### src/rtl/aes_dec_round_ctrl.sv
// AES-128 inverse-cipher round controller.
// Holds the 128-bit cipher state, walks the round-key index from NR down to 0,
// and feeds the external inverse-round datapath one round per clock. The block
// enters through a valid/ready input port and leaves through a valid/ready
// output port; abort flushes the sequence back to IDLE at any time.
module aes_dec_round_ctrl #(
  parameter int NR     = 10,
  parameter int KIDX_W = 4
) (
  input  logic              clk,
  input  logic              rst_n,
  input  logic              in_valid,
  output logic              in_ready,
  input  logic [127:0]      in_data,
  output logic [KIDX_W-1:0] rk_idx,
  input  logic [127:0]      rk_data,
  output logic [127:0]      dp_state,
  output logic              dp_last,
  input  logic [127:0]      dp_result,
  output logic              out_valid,
  input  logic              out_ready,
  output logic [127:0]      out_data,
  output logic              busy,
  input  logic              abort
);

  localparam int DATA_W = 128;

  // Key index used for the initial AddRoundKey while waiting in IDLE.
  localparam logic [KIDX_W-1:0] LAST_IDX  = KIDX_W'(NR);
  // Round counter value loaded on accept: the first full inverse round uses key NR-1.
  localparam logic [KIDX_W-1:0] FIRST_CNT = KIDX_W'(NR - 1);
  localparam logic [KIDX_W-1:0] CNT_ONE   = KIDX_W'(1);

  typedef enum logic [1:0] {
    IDLE  = 2'd0,
    ROUND = 2'd1,
    DONE  = 2'd2
  } state_e;

  state_e              fsm_q, fsm_d;
  logic [KIDX_W-1:0]   round_cnt_q, round_cnt_d;
  logic [DATA_W-1:0]   state_q, state_d;

  // Next-state, counter, state-register and handshake decode.
  always_comb begin
    fsm_d       = fsm_q;
    round_cnt_d = round_cnt_q;
    state_d     = state_q;
    in_ready    = 1'b0;
    out_valid   = 1'b0;
    busy        = 1'b1;
    rk_idx      = round_cnt_q;
    dp_last     = 1'b0;
    dp_state    = state_q;
    out_data    = state_q;

    case (fsm_q)
      IDLE: begin
        // in_ready depends only on the registered FSM state, never on out_ready.
        in_ready = 1'b1;
        busy     = 1'b0;
        rk_idx   = LAST_IDX;
        if (in_valid) begin
          // Initial AddRoundKey with round key NR happens on the accept edge.
          state_d     = in_data ^ rk_data;
          round_cnt_d = FIRST_CNT;
          fsm_d       = ROUND;
        end
      end
      ROUND: begin
        // Round 0 is the final round: the datapath skips InvMixColumns.
        dp_last = (round_cnt_q == '0);
        state_d = dp_result;
        if (round_cnt_q == '0) begin
          fsm_d = DONE;
        end else begin
          round_cnt_d = round_cnt_q - CNT_ONE;
        end
      end
      DONE: begin
        // Plaintext is the state register itself, held until the sink takes it.
        out_valid = 1'b1;
        if (out_ready) begin
          fsm_d = IDLE;
        end
      end
      default: begin
        fsm_d       = IDLE;
        round_cnt_d = '0;
      end
    endcase

    // abort wins over any accept or output handshake in the same cycle and
    // leaves the state register untouched.
    if (abort) begin
      fsm_d       = IDLE;
      round_cnt_d = '0;
      state_d     = state_q;
    end
  end

  // FSM and round counter registers.
  always_ff @(posedge clk or negedge rst_n) begin
    if (!rst_n) begin
      fsm_q       <= IDLE;
      round_cnt_q <= '0;
    end else begin
      fsm_q       <= fsm_d;
      round_cnt_q <= round_cnt_d;
    end
  end

  // 128-bit cipher state register.
  always_ff @(posedge clk or negedge rst_n) begin
    if (!rst_n) begin
      state_q <= '0;
    end else begin
      state_q <= state_d;
    end
  end

endmodule

### config.mk
export PLATFORM = sky130hd
export DESIGN_NAME = aes_dec_round_ctrl
export DESIGN_NICKNAME = d
export VERILOG_FILES = /design/src/rtl/aes_dec_round_ctrl.sv
export SDC_FILE = /design/constraint.sdc
export NUM_CORES = 1
export LEC_CHECK = 0
export BUFFER_PORTS_ARGS = -buffer_cell sky130_fd_sc_hd__buf_2
export CORE_AREA = 2 2 252 254
export CTS_CLUSTER_DIAMETER = 150
export DETAILED_ROUTE_END_ITERATION = 8
export DIE_AREA = 0 0 254 256
export PLACE_DENSITY = 0.39
export SLEW_MARGIN = 20
export SYNTH_ARGS = -nofsm -noshare
export SYNTH_HDL_FRONTEND = slang
export SYNTH_SLANG_ARGS = --single-unit
### constraint.sdc
create_clock -name clk -period 2 [get_ports clk]
set_input_delay 0.2 -clock clk [delete_from_list [all_inputs] [get_ports clk]]
set_output_delay 0.2 -clock clk [all_outputs]
set_load 0.01 [all_outputs]
# Word-level counts from Yosys, hierarchy flattened
# Index checks and enable logic that the tools add are counted.
dict set report totals {
  ff_bits 134
  in_bits 389
  out_inout_bits 264
  word_cells 36
}
dict set report classes {
  add_sub_neg 1
  n_eq_ne 8
  mux 16
  n_bitwise 2
  reduce_logical 6
}
# cell count
set op_table {}
lappend op_table {{case mux 128 bit (2 select lines)} 1}
lappend op_table {{2-to-1 mux 128 bit} 1}
lappend op_table {{XOR 128 bit} 1}
lappend op_table {{2-to-1 mux 4 bit} 4}
lappend op_table {{inequality test 3 bit, second input constant} 4}
lappend op_table {{case mux 4 bit (3 select lines)} 1}
lappend op_table {{AND reduction 3 bit} 3}
lappend op_table {{2-to-1 mux 2 bit} 4}
lappend op_table {{case mux 2 bit (3 select lines)} 1}
lappend op_table {{logical NOT 4 bit} 1}
lappend op_table {{2-to-1 mux 1 bit} 4}
lappend op_table {{inequality test 2 bit, second input constant} 2}
lappend op_table {{subtractor 4 x 1 -> 4 bit, second input constant} 1}
lappend op_table {{equality test 2 x 1 -> 1 bit, second input constant} 1}
lappend op_table {{equality test 2 bit, second input constant} 1}
lappend op_table {{logical NOT 2 bit} 1}
lappend op_table {{nonzero test 2 bit} 1}
lappend op_table {{inverter 1 bit} 1}

# Depth between registers and ports, before layout
dict set report depth {
  ltp_word 4
  mapped_depth 7
  mapped_depth_nobuf 5
}

# Worst setup path before layout
# OpenSTA, ideal clock, no wires.
dict set report synth_path {
  path_type {flip-flop to flip-flop}
  start {register round_cnt_q[0]}
  end {register round_cnt_q[0]}
  setup_ns 0.082
  arrival_ns 1.433
  required_time_ns 1.918
  slack_ns 0.485
  path_stages_with_launch 6
  path_buffers 0
  synth_period_minus_slack_ns 1.515
  cell_sequence {dfrtp_1 -> inv_1 -> ha_1 -> or3b_1 -> or3_1 -> a31oi_1}
}
dict set report synth_between {
  elab_chain_cells 4
  word_cells_on_any_way 7
  classes_between {add/sub: 1; eq/ne: 1; mux: 3; reduce/logical: 2}
}
# element line_no
set synth_lines {}
lappend synth_lines {{start: declaration} 42} ;# logic [KIDX_W-1:0] round_cnt_q, round_cnt_d;
lappend synth_lines {{start signal: assignment} 110} ;# round_cnt_q <= round_cnt_d;
lappend synth_lines {{subtractor 4 x 1 -> 4 bit} 78} ;# round_cnt_d = round_cnt_q - CNT_ONE;
lappend synth_lines {{2-to-1 mux 4 bit} 75} ;# if (round_cnt_q == '0) begin
lappend synth_lines {{case mux 4 bit (3 select lines)} 58} ;# case (fsm_q)
lappend synth_lines {{2-to-1 mux 4 bit} 96} ;# if (abort) begin
# Several ways; a longest one is shown, not always the timed one. The select of a mux whose other input is x is not followed.
# A chain may end at the register's enable or synchronous reset.

# Worst setup path in the final report
dict set report layout_path {
  start {register fsm_q[0]}
  end {output port rk_idx[3]}
}
dict set report layout_between {
  elab_chain_cells 2
}
# element line_no
set layout_lines {}
lappend layout_lines {{start: declaration} 41} ;# state_e fsm_q, fsm_d;
lappend layout_lines {{start signal: assignment} 109} ;# fsm_q <= fsm_d;
lappend layout_lines {{logical NOT 2 bit} 58}
lappend layout_lines {{2-to-1 mux 4 bit} 58}
lappend layout_lines {{end: declaration} 15} ;# output logic [KIDX_W-1:0] rk_idx,
# No other way between the ends.

==> reports/results.tsv <==
stage	metric	value	unit
hold_path	hold_path_class	input port to flop	
setup_path	endpoint_kind	output port	
setup_path	critical_path_class	flop to output port	
die	ios	653	
die	die_area	0.0650	sq mm
yosys	synthAdderAreaFrac	0.292	%
detailed_routing	vias	8536	
cts	cts-root-buf	clkbuf_16	
finish	syn2layout_area_growth	58.9	%
setup_path	crit_fanout	11	
timing	fmax	529	MHz
finish	fin_util	21.8	%
finish	layout-drive-gt1-share	48.3	%
yosys	seq_area_frac_synth	39.1	%
yosys	synth_edf_count	0	
global_route	grt_max_degree	120	
finish	nFillCells	6868	
yosys	yosysUniqueCellTypes	33	
finish	antennaDiodeCount	0	
yosys	syn_nets	1270	
die	initial_utilization	13.7	%
setup_path	max_stage_delay	0.59	ns
yosys	synth-simple-area-share	2.07	%
timing	relSlewSlack	56.1	%
setup_path	arrival	1.69	ns
pwr	pwr_density_cell	928	mW/mm^2
cts	path_clk_slew	0.06	ns
flow_run	drv_cap	0	
finish	fin_nets	1878	
yosys	synth_compound_area_share	15.7	%
yosys	syn_area	0.00858	sq mm
pwr	p_leak	7.23	nW
timing	period_share	94.5	%
detailed_routing	avgRoutedWirePerCell	14.4	microns
die	num_rows	92	
yosys	yosys_warnings	0	
detailed_routing	postRouteAntennaNets	0	
global_route	grt_pass1_vias	8862	
timing	hold_ws	0.0544	ns
detailed_routing	vias_per_cell	3.64	
detailed_routing	drc_errors	0	
yosys	syn_inst	879	
global_route	antenna_found_initial	0	
timing	worst_slew_pin_slew	0.657	ns
status	status	finished, final reports clean	
placement	hpwlAfterDp	26100	microns
yosys	syn_area_per_cell	9.76	sq um
pwr	vdd_ir_drop_max	0.000512	V
detailed_routing	dr.pass1.iters	4	
die	die_h	256	microns
detailed_routing	wirelength	33900	microns
placement	routabilityCongestion	0.778	
detailed_routing	drtIter0Drc	306	
cts	cts_tree	done	
global_route	grt-ovfl-total	0	
setup_path	cp-start-kind	flop	
cts	clk_latency	0.46	ns
timing	clock-skew-final	0.0142	ns
placement	post-place-cells	2217	
yosys	ys_ff_latch	134	
timing	finalHoldViolations	0	
setup_path	path_buf_inv	1	
finish	instances_no_fill	2346	
timing	slew_violations	0	
yosys	synth_mux_area_share	14.9	%
timing	min_period	1.89	ns
timing	finalSetupViolCount	0	
setup_path	cpLargestDelayFamily	flip-flops	
setup_path	cp_cell_sequence	nor2_1, or2_2, buf_2	
global_route	grt_pass1_wl	49800	microns
setup_path	slowest_stage	dfrtp_1	
cts	numClockSinks	134	
yosys	async_reset_ff_share	100	%
setup_path	cp.required	1.80	ns
die	die_w	254	microns
die	coreArea	0.0624	sq mm
placement	portBuffers	652	
yosys	synth_top_family_by_area	compound AO/OA/AOI/OAI gates	
yosys	synth-main-ff-cell	dfrtp_1	
cts	clk_path_buf_depth	2	
global_route	globalRouteTotalUtil	10.2	%
cts	htree_levels	4	
yosys	synth_xor_area_share	13.1	%
cts	numCtsBuffers	17	
==> tightest hold or removal path, delay by kind of cell <==
kind | cells | cell delay [ns]
compound gates | 1 | 0.15
mux | 1 | 0.05
buf+inv | 1 | 0.08
==> logic make-up after synthesis <==
logic type	Yosys count
flops	134
simple gates	29
fa+ha+maj	2
xor+xnor	128
buf+inv	192
compound gates	266
mux	128
==> power by group <==
group | switching [W] | leakage (nW) | internal, W
combinational | 0.00273 | 5.27 | 0.00232
clock | 0.00129 | 0.305 | 0.00209
sequential | 0.000732 | 1.66 | 0.00348
total | 0.00475 | 7.23 | 0.00789
==> cells in the final DEF, fill, tap and decap left out, drive strengths merged, types with 2 or more instances in the layout <==
| master | instances |
|---|---|
| a21oi | 4 |
| a31oi | 2 |
| buf | 683 |
| bufinv | 3 |
| clkbuf | 21 |
| clkinv | 5 |
| clkinvlp | 2 |
| dfrtp | 134 |
| dlygate4sd3 | 93 |
| ha | 2 |
| inv | 6 |
| mux2i | 128 |
| nand2b | 3 |
| nor2 | 6 |
| nor2b | 4 |
| nor3b | 3 |
| o21ai | 256 |
| or2 | 3 |
| or3 | 2 |
| xor2 | 128 |
==> layout make-up <==
class,instances,area (sq um),area share [%]
Sequential cell,134,3350,24.6
Inverter,5,18.8,0.138
Tap cell,846,1060,7.77
Timing Repair Buffer,776,4580,33.6
Clock inverter,11,146,1.07
Clock buffer,21,480,3.53
Multi-Input combinational cell,553,3990,29.3
==> synthesized netlist by cell type (4+ instances only) <==
| library cell | number | area [sq um] |
|---|---|---|
| clkbuf_1 | 40 | 150 |
| mux2i_1 | 128 | 1280 |
| xor2_1 | 128 | 1120 |
| dfrtp_1 | 134 | 3350 |
| o21ai_0 | 241 | 1210 |
| buf_2 | 5 | 25.0 |
| inv_1 | 5 | 18.8 |
| a21oi_1 | 4 | 20.0 |
| o21ai_1 | 15 | 75.1 |
| buf_4 | 139 | 1040 |
| nor2_1 | 6 | 22.5 |
| nor2b_1 | 4 | 25.0 |
==> per-layer routing <==
metal	share of wire (%)	wire (microns)	GRT usage (%)
met4	3.7	1240	5.52
met5	0	0	0
met2	54	18300	19.6
met1	37	12500	9.98
met3	5.7	1930	2.24
==> state kept, by name, indices dropped and copies added, names as in the netlist <==
register / count
dp_state: 128
fsm_q: 2
round_cnt_q: 4
==> stage by stage <==
stage	TNS, ns	total power (W)	area, sq um	worst slack (ns)
after floorplan	0	0.00738	8580	0.485
after detailed placement	0	0.00922	12000	0.189
after global placement	0	0.00920	12000	0.259
after CTS	0	0.0129	13600	0.00967
after global routing	-0.00389	0.0136	13600	-0.00389
final	0	0.0126	13600	0.109
==> final timing paths <==
kind / start / to / slack, ns / cells past startpoint
hold / removal: dp_result[115] / dp_state[115] / 0.05 / 3
setup reg to reg: fsm_q[1] / dp_state[78] / 0.19 / 4
min in group asynchronous: rst_n / dp_state[62] / 0.27 / 2
setup / recovery: fsm_q[0] / rk_idx[3] / 0.11 / 3
hold reg to reg: dp_state[124] / dp_state[124] / 0.53 / 2
max in group asynchronous: rst_n / dp_state[52] / 1.13 / 3
==> what timing repair did <==
item,CTS,global route
gates resized for setup,6,3
hold buffers,93,0
buffers inserted,3,1
endpoints found under the setup margin,1,1
hold endpoints to repair,135,0
Note: power is estimated with default switching activity, not from simulation.
